===== config.mk =====
export PLATFORM = sky130hd
export DESIGN_NAME = window_buffer_3x3
export DESIGN_NICKNAME = d
export VERILOG_FILES = /design/src/rtl/window_buffer_3x3.sv
export SDC_FILE = /design/constraint.sdc
export NUM_CORES = 1
export LEC_CHECK = 0
export BUFFER_PORTS_ARGS = -buffer_cell sky130_fd_sc_hd__buf_2
export CAP_MARGIN = 5
export CORE_MARGIN = 2
export CORE_UTILIZATION = 45
export DETAILED_ROUTE_END_ITERATION = 10
export PLACE_DENSITY = 0.61
export SYNTH_ARGS = -nofsm -noshare
export SYNTH_HDL_FRONTEND = slang
export SYNTH_SLANG_ARGS = --single-unit

===== constraint.sdc =====
create_clock -name clk -period 2.5 [get_ports clk]
set_input_delay 0.375 -clock clk [delete_from_list [all_inputs] [get_ports clk]]
set_output_delay 0.375 -clock clk [all_outputs]
set_load 0.01 [all_outputs]

===== src/rtl/window_buffer_3x3.sv =====
// -----------------------------------------------------------------------------
// window_buffer_3x3
//
// Streaming 3x3 neighbourhood generator. Pixels arrive in raster order, one per
// cycle in which in_valid is high, with no backpressure. Two line buffers hold
// the previous two rows. A 3x3 register window slides one column to the left on
// every accepted pixel. The window is flagged valid only when it lies fully
// inside the image.
//
// Parameters
//   IMG_W      pixels per line (>= 3), also the depth of each line buffer
//   IMG_H      lines per frame (>= 3)
//
// Ports
//   clk        rising-edge clock
//   reset      synchronous, active-high reset
//   in_valid   in_data carries a pixel this cycle
//   in_sof     qualified by in_valid: this pixel is (row 0, col 0) of a frame
//   in_data    6-bit two's-complement pixel
//   win_valid  one-cycle strobe: w0..w8 hold a complete in-image window
//   w0..w8     window taps, row-major. w0 is the top-left tap (r-2, c-2),
//              w4 is the centre tap and w8 is the current pixel (r, c)
//   frame_done one-cycle pulse after the last pixel of a frame is accepted
// -----------------------------------------------------------------------------
module window_buffer_3x3 #(
  parameter int IMG_W = 8,
  parameter int IMG_H = 8
) (
  input  logic       clk,
  input  logic       reset,
  input  logic       in_valid,
  input  logic       in_sof,
  input  logic [5:0] in_data,
  output logic       win_valid,
  output logic [5:0] w0,
  output logic [5:0] w1,
  output logic [5:0] w2,
  output logic [5:0] w3,
  output logic [5:0] w4,
  output logic [5:0] w5,
  output logic [5:0] w6,
  output logic [5:0] w7,
  output logic [5:0] w8,
  output logic       frame_done
);

  localparam int CW = (IMG_W > 1) ? $clog2(IMG_W) : 1;
  localparam int RW = (IMG_H > 1) ? $clog2(IMG_H) : 1;
  localparam logic [CW-1:0] COL_LAST = CW'(IMG_W - 1);
  localparam logic [RW-1:0] ROW_LAST = RW'(IMG_H - 1);
  localparam logic [CW-1:0] COL_TWO  = CW'(2);
  localparam logic [RW-1:0] ROW_TWO  = RW'(2);

  // Raster position of the next pixel
  logic [CW-1:0] col_q, col_d;
  logic [RW-1:0] row_q, row_d;

  // Position the pixel on in_data takes if it is accepted this cycle
  logic [CW-1:0] acc_col;
  logic [RW-1:0] acc_row;
  logic          accept;

  // Line buffers: lb1 holds row r-1, lb2 holds row r-2, indexed by column
  logic [5:0] lb1_q [IMG_W];
  logic [5:0] lb1_d [IMG_W];
  logic [5:0] lb2_q [IMG_W];
  logic [5:0] lb2_d [IMG_W];
  logic [IMG_W-1:0] lb_we;
  logic [5:0] lb1_rd;
  logic [5:0] lb2_rd;

  // 3x3 window, index 0..8 in row-major order
  logic [5:0] win_q [9];
  logic [5:0] win_d [9];

  logic win_valid_q, win_valid_d;
  logic frame_done_q, frame_done_d;

  // ---------------------------------------------------------------------------
  // Position of the incoming pixel. A start-of-frame marker overrides the
  // counters so that a frame can be restarted at any point.
  // ---------------------------------------------------------------------------
  always_comb begin
    accept  = in_valid;
    acc_col = in_sof ? '0 : col_q;
    acc_row = in_sof ? '0 : row_q;
  end

  always_comb begin
    col_d = col_q;
    row_d = row_q;
    if (accept) begin
      if (acc_col == COL_LAST) begin
        col_d = '0;
        row_d = (acc_row == ROW_LAST) ? '0 : acc_row + RW'(1);
      end else begin
        col_d = acc_col + CW'(1);
        row_d = acc_row;
      end
    end
  end

  // ---------------------------------------------------------------------------
  // Line buffers. Each column slot is written only when a pixel lands in that
  // column. The old row r-1 value moves down into the r-2 buffer as the new
  // pixel replaces it, so the buffers always describe the two rows above.
  // ---------------------------------------------------------------------------
  generate
    for (genvar gi = 0; gi < IMG_W; gi++) begin : g_lb_we
      assign lb_we[gi] = accept && (acc_col == CW'(gi));
    end
  endgenerate

  always_comb begin
    for (int i = 0; i < IMG_W; i++) begin
      lb1_d[i] = lb_we[i] ? in_data  : lb1_q[i];
      lb2_d[i] = lb_we[i] ? lb1_q[i] : lb2_q[i];
    end
  end

  // Column read happens before the update, so the right-hand window column
  // is {row r-2, row r-1, row r} at the same column index.
  assign lb1_rd = lb1_q[acc_col];
  assign lb2_rd = lb2_q[acc_col];

  // ---------------------------------------------------------------------------
  // Window shift. Columns slide left and the new column enters on the right.
  // Stale data from the previous row or frame is never flushed. The valid
  // strobe is masked until two full rows and two columns have entered.
  // ---------------------------------------------------------------------------
  always_comb begin
    for (int i = 0; i < 9; i++) begin
      win_d[i] = win_q[i];
    end
    if (accept) begin
      win_d[0] = win_q[1];
      win_d[1] = win_q[2];
      win_d[2] = lb2_rd;
      win_d[3] = win_q[4];
      win_d[4] = win_q[5];
      win_d[5] = lb1_rd;
      win_d[6] = win_q[7];
      win_d[7] = win_q[8];
      win_d[8] = in_data;
    end
  end

  always_comb begin
    win_valid_d  = accept && (acc_row >= ROW_TWO) && (acc_col >= COL_TWO);
    frame_done_d = accept && (acc_row == ROW_LAST) && (acc_col == COL_LAST);
  end

  // ---------------------------------------------------------------------------
  // State registers
  // ---------------------------------------------------------------------------
  always_ff @(posedge clk) begin
    if (reset) begin
      col_q        <= '0;
      row_q        <= '0;
      win_valid_q  <= 1'b0;
      frame_done_q <= 1'b0;
      for (int i = 0; i < IMG_W; i++) begin
        lb1_q[i] <= '0;
        lb2_q[i] <= '0;
      end
      for (int i = 0; i < 9; i++) begin
        win_q[i] <= '0;
      end
    end else begin
      col_q        <= col_d;
      row_q        <= row_d;
      win_valid_q  <= win_valid_d;
      frame_done_q <= frame_done_d;
      for (int i = 0; i < IMG_W; i++) begin
        lb1_q[i] <= lb1_d[i];
        lb2_q[i] <= lb2_d[i];
      end
      for (int i = 0; i < 9; i++) begin
        win_q[i] <= win_d[i];
      end
    end
  end

  assign win_valid  = win_valid_q;
  assign frame_done = frame_done_q;
  assign w0 = win_q[0];
  assign w1 = win_q[1];
  assign w2 = win_q[2];
  assign w3 = win_q[3];
  assign w4 = win_q[4];
  assign w5 = win_q[5];
  assign w6 = win_q[6];
  assign w7 = win_q[7];
  assign w8 = win_q[8];

endmodule


==> results of run 1 <==
[worst max-delay path, delay by kind of cell (launching register included)]
| family | cells | cell delay, ns |
|---|---|---|
| buffers and inverters | 3 | 0.51 |
| DFF | 1 | 0.45 |
| and+or+nand+nor | 1 | 0.38 |
| adders and majority gates | 1 | 0.34 |
| AOI/OAI and AO/OA | 1 | 0.22 |
[power groups by stage]
stage | Combinational [mW] | Clock (mW) | Sequential (mW)
2_1_floorplan | 0.241 | 0 | 2.81
3_3_place_gp | 0.360 | 0 | 2.81
3_5_place_dp | 0.366 | 0 | 2.82
4_1_cts | 0.367 | 2.80 | 2.76
5_1_grt | 0.397 | 2.91 | 2.77
6_report | 0.366 | 2.76 | 2.76
[layer usage]
metal	track usage	part of all wire
met1	0.272	0.46
met2	0.332	0.48
met3	0.0478	0.041
met4	0.0674	0.017
met5	0	0
[cell families after synthesis]
logic type,Yosys count,share of synthesized area
and+or+nand+nor,187,0.144
DFF,158,0.560
muxes,104,0.160
AOI/OAI and AO/OA,70,0.0894
buffers and inverters,54,0.0354
adders and majority gates,6,0.0115
[synthesized netlist by cell type (all sizes together), types with 14 or more instances]
cell	count
nand2b	16
nor2	64
and3	14
edfxtp	48
nand2	41
buf	16
and2	27
a22o	30
nor2b	15
mux2i	104
dfxtp	110
clkbuf	29
[cell usage in the layout, fill, tap and decap left out, types with 2 or more instances in the layout]
master / count
ha_1: 6
clkbuf_16: 20
mux2i_1: 104
a22o_1: 30
inv_6: 3
a31oi_1: 3
dfxtp_1: 110
nor2b_1: 15
a22oi_1: 2
buf_4: 16
a21oi_1: 8
buf_2: 64
and3_1: 14
a32o_1: 12
nor2_1: 63
nor3_1: 3
inv_4: 2
clkbuf_8: 2
inv_2: 2
inv_1: 7
o221ai_1: 12
bufinv_16: 2
nand2b_1: 16
and2_1: 27
nand2_1: 41
edfxtp_1: 48
[sequential cells by signal, summed over array words and instances, names as in the netlist]
register	cells
row_q	3
frame_done	1
win_valid	1
lb1_q	48
col_q	3
lb2_q	48
win_q	54
[cell type report]
class                   count  share of cell area
flip-flops and latches    158               0.477
multi-input cells         367               0.345
clock buffers              23              0.0696
repair buffers             81              0.0603
well taps                 180              0.0295
clock inverters             9              0.0147
inverters                   9             0.00442
[metrics by stage]
step           std cells  hold WS [ns]  utilization  power [mW]
6_report             827         0.333        0.546        5.88
5_1_grt              827         0.349        0.546        6.07
4_1_cts              827         0.307        0.546        5.93
3_5_place_dp         795         0.475        0.500        3.18
3_3_place_gp         795         0.466        0.500        3.17
2_1_floorplan        579         0.444            -        3.05
[path summary, 6_finish.rpt]
kind / from / endpoint / slack, ns / cells past startpoint
max: col_q[1]$_SDFFE_PP0P_ / lb2_q[0][4]$_SDFFCE_PN0P_ / 0.34 / 6
min reg2reg: lb1_q[7][4]$_SDFFE_PP0P_ / lb1_q[7][4]$_SDFFE_PP0P_ / 0.49 / 2
min: reset / col_q[1]$_SDFFE_PP0P_ / 0.33 / 2
max reg2reg: col_q[1]$_SDFFE_PP0P_ / lb2_q[0][4]$_SDFFCE_PN0P_ / 0.34 / 6
==> key figures, run 1 <==
Critical path
  – CP Data Required Time: 2.66 ns
  – CP Launch Type: flip-flop
  – Crit path cell chain: nor2b_1 > inv_2 > ha_1 > a31oi_1 > buf_4 > inv_1
  – Endpoint type of the worst setup path: flip-flop
  – CP max stage cell: dfxtp_1
  – Worst Path Max Fanout: 14
  – Worst Path Arrival: 2.32 ns
  – Type of the worst setup path: reg2reg
  – Worst path max stage delay: 0.45 ns

Clock tree
  – Post-CTS resize count: 0
  – TritonCTS Buffers: 17
  – CTS clk-pin slew, worst paths: 0.06 ns
  – Setup bufs post-CTS: 0
  – CTS sink cnt: 158
  – H-tree depth: 4
  – Clk root buf: clkbuf_16
  – CTS tree: yes
  – Hold Buf Count CTS: 0
  – Clock tree buffer depth: 2
  – Clk Latency, worst-skew pair: 0.43 ns

Synth
  – EDFF count, synth: 48
  – Syn_nets: 595
  – Post-synthesis register bit count: 158
  – Syn Std Cell Area: 0.00651 mm²
  – Synth top area cells: dfxtp_1 34%, edfxtp_1 22%, mux2i_1 16%
  – Distinct cell type count after synthesis: 35
  – Synthesized area per cell: 11.2 µm²
  – Most area-hungry cell type in the Yosys netlist: dfxtp_1
  – Seq/Total Area, Yosys: 0.560
  – YS warnings: 0
  – Syn Inst Count: 579
  – Share of flip-flops with an asynchronous set or reset: 0
  – Leading register cell type out of synthesis: dfxtp_1
  – Post-synth top area share: 0.338

Placed design
  – DPL Wire Length: 11000 µm
  – Count of input and output buffers: 65
  – Worst slack at placement: 0.308 ns
  – GPL Wtd Cong: 0.913
  – Placed cell areas: 0.00700 mm²

Timing
  – Worst-Margin Slew: 0.704 ns
  – Max Clk Rate: 463 MHz
  – Final min period: 2.16 ns
  – Setup violations, final: 0
  – Rel. slew slack: 0.528
  – Final setup TNS: 0 ns
  – Final hold vios: 0
  – Worst Slack Setup Final: 0.338 ns
  – RSZ-0062 raised after global routing: no
  – Max-slew violations: 0
  – Share of the cycle needed by the critical path after routing: 0.865
  – Clock Skew: 0.00942 ns

Power and ir drop
  – Int Pwr: 4.56 mW
  – Maximum VDD drop: 518 µV
  – Leakage: 3.46 nW
  – Sw frac: 0.224
  – P_sw: 1.32 mW
  – Seq pwr share: 0.469
  – Clock share of power: 0.469
  – Logic gate share of total power: 0.062
  – PwrDens: 770 mW/mm²

Cells and area
  – ANT cells: 0
  – Nets: 650
  – Design Area, Final: 0.00764 mm²
  – Area growth syn-to-layout: 17.4%
  – Seq. cell area: 0.00364 mm²
  – Share of cells above drive strength 1: 0.182
  – Footprint of the multi-input gates: 0.00263 mm²
  – Fill count: 1209

Drt
  – Initial DRC count: 284
  – Final wirelength: 15500 µm
  – First-pass iteration count of the detailed router: 4
  – Routed length per instance: 18.8 µm
  – DR DRC count: 0
  – Via count: 4344
  – Post-route antenna net violation count: 0
  – Vias per inst: 5.25

Global route
  – Vias in the first global route: 4369
  – All-layer global routing usage: 0.205
  – GR Overflow Total: 0
  – Initial antenna violation count: 0
  – First-pass GRT wire length: 24600 µm
  – Largest net degree at the start of global routing: 43

Die
  – # IOs: 66
  – Die area: 0.0154 mm²
  – Rows: 43
  – Initial Util: 0.465
  – Die Span X: 124 µm
  – Die height: 124 µm
  – Core box area: 0.0140 mm²

Job
  – Maxcap violations: 0

Outcome
  – Status: completed

Hold path
  – Worst Hold Class: in2reg
Power figures use the tool's default switching activity.
==> run 2, diff against run 1 <==
--- a/config.mk
+++ b/config.mk
@@ -7,10 +7,12 @@
 export LEC_CHECK = 0
 export BUFFER_PORTS_ARGS = -buffer_cell sky130_fd_sc_hd__buf_2
 export CAP_MARGIN = 5
+export CELL_PAD_IN_SITES_DETAIL_PLACEMENT = 1
+export CELL_PAD_IN_SITES_GLOBAL_PLACEMENT = 1
 export CORE_MARGIN = 2
 export CORE_UTILIZATION = 45
 export DETAILED_ROUTE_END_ITERATION = 10
-export PLACE_DENSITY = 0.61
+export PLACE_DENSITY = 0.73
 export SYNTH_ARGS = -nofsm -noshare
 export SYNTH_HDL_FRONTEND = slang
 export SYNTH_SLANG_ARGS = --single-unit
==> run 2 against run 1 <==
Compared with the run above: setup slack improved by 0.061 ns; count of clock-buffer cells in the layout fell by 5; sequential power barely moved; core utilization fell by 0.23 points; first-iteration DRC count fell by 20%; die area did not move; critical endpoint unchanged.
==> key figures, run 2 (synthesis gave the netlist of run 1 again) <==
Placed design
  – Count of input and output buffers: 65
  – GPL Wtd Cong: 0.881
  – Post-Place Cells: 796
  – DPL Wire Length: 11700 µm
  – Worst slack at placement: 0.329 ns
  – Placed cell areas: 0.00700 mm²

Clock tree
  – CTS clk-pin slew, worst paths: 0.06 ns
  – H-tree depth: 4
  – Post-CTS resize count: 0
  – Setup bufs post-CTS: 0
  – Clock tree buffer depth: 2
  – Hold Buf Count CTS: 0
  – TritonCTS Buffers: 17
  – CTS sink cnt: 158
  – Clk Latency, worst-skew pair: 0.42 ns
  – Clk root buf: clkbuf_16
  – CTS tree: yes

Timing
  – Max Clk Rate: 476 MHz
  – Final setup TNS: 0 ns
  – Final hold vios: 0
  – Share of the cycle needed by the critical path after routing: 0.840
  – Min Hold Slack: 0.315 ns
  – Max-slew violations: 0
  – RSZ-0062 raised after global routing: no
  – Worst-Margin Slew: 0.689 ns
  – Final min period: 2.10 ns
  – Rel. slew slack: 0.541
  – Setup violations, final: 0
  – Clock Skew: 0.00679 ns
  – Worst Slack Setup Final: 0.399 ns

Cells and area
  – ANT cells: 0
  – Nets: 651
  – Area growth syn-to-layout: 16.9%
  – Layout Utilization: 0.544
  – Max reg flops: 54
  – Most frequent cells in the layout: 110 x dfxtp_1, 104 x mux2i_1, 64 x buf_2
  – Most common cell after layout, fill and taps aside: dfxtp_1
  – Biggest regs: win_q x54, lb1_q x48, lb2_q x48
  – Largest Register: win_q
  – Fin cells: 828
  – Design Area, Final: 0.00761 mm²
  – Share of cells above drive strength 1: 0.181

Critical path
  – CP Data Required Time: 2.64 ns
  – Crit path cell chain: nor2b_1 > inv_2 > ha_1 > a31oi_1 > inv_1
  – Worst path max stage delay: 0.46 ns
  – CP max stage cell: dfxtp_1
  – Bufs and invs on worst path: 2
  – Worst Path Arrival: 2.24 ns
  – Worst Path Max Fanout: 14
  – Crit path max-delay family: flip-flops
  – Depth of the most critical reg-to-reg path: 5
  – Endpoint type of the worst setup path: flip-flop
  – Type of the worst setup path: reg2reg
  – CP Launch Type: flip-flop
  – Worst path depth: 5

Global route
  – Initial antenna violation count: 0
  – First-pass GRT wire length: 25400 µm
  – Largest net degree at the start of global routing: 71
  – Vias in the first global route: 4632
  – GR Overflow Total: 0
  – All-layer global routing usage: 0.213

Die
  – Die height: 124 µm
  – # IOs: 66
  – Die area: 0.0154 mm²
  – Rows: 43
  – Core box area: 0.0140 mm²
  – Initial Util: 0.465
  – Die Span X: 124 µm

Drt
  – Routed length per instance: 19.7 µm
  – DR DRC count: 0
  – Initial DRC count: 226
  – First-pass iteration count of the detailed router: 5
  – Final wirelength: 16300 µm
  – Via count: 4472
  – Post-route antenna net violation count: 0
  – Vias per inst: 5.40

Power and ir drop
  – Power Total: 5.74 mW
  – Maximum VDD drop: 423 µV
  – Leakage: 3.43 nW
  – PwrDens: 754 mW/mm²

Hold path
  – Worst Hold Class: in2reg
  – Hold Path Depth: 2

Job
  – Maxcap violations: 0

Outcome
  – Status: completed
## run 2: changes by cell type in the layout (fill, tap and decap cells not counted)
cell	delta
inv_4	-2
clkinvlp_4	+2
bufinv_16	+1
buf_4	+1
clkbuf_8	-1
clkbuf_16	-3
inv_6	-1
clkinv_4	+2
clkinv_1	+3
clkbuf_1	-1
## run 2: power by group
| part | internal (mW) | leakage [nW] | switching (mW) |
|---|---|---|---|
| logic | 0.138 | 1.75 | 0.229 |
| clock network | 1.59 | 0.289 | 1.02 |
| registers | 2.71 | 1.39 | 0.0503 |
| total | 4.44 | 3.43 | 1.30 |
## run 2: path summary, 6_finish.rpt
kind | from | endpoint | slack (ns)
max | col_q[1]$_SDFFE_PP0P_ | lb2_q[0][4]$_SDFFCE_PN0P_ | 0.40
min | reset | lb1_q[2][3]$_SDFFE_PP0P_ | 0.32
max reg2reg | col_q[1]$_SDFFE_PP0P_ | lb2_q[0][4]$_SDFFCE_PN0P_ | 0.40
min reg2reg | lb1_q[7][2]$_SDFFE_PP0P_ | lb1_q[7][2]$_SDFFE_PP0P_ | 0.48
## run 2: layer usage
layer,up-vias,global-route usage,wire length (µm),part of all wire
li1,2170,-,-,-
met1,2170,0.266,7090,0.43
met2,103,0.352,8040,0.49
met3,29,0.0469,747,0.046
met4,0,0.100,431,0.026
met5,-,0,0,0
## run 2: layout make-up
type / count / area [µm²]
multi-input cells: 367 / 2630
clock buffers: 18 / 439
flip-flops and latches: 158 / 3640
well taps: 180 / 225
clock inverters: 14 / 165
repair buffers: 82 / 468
fillers: 1512 / 6380
inverters: 9 / 33.8
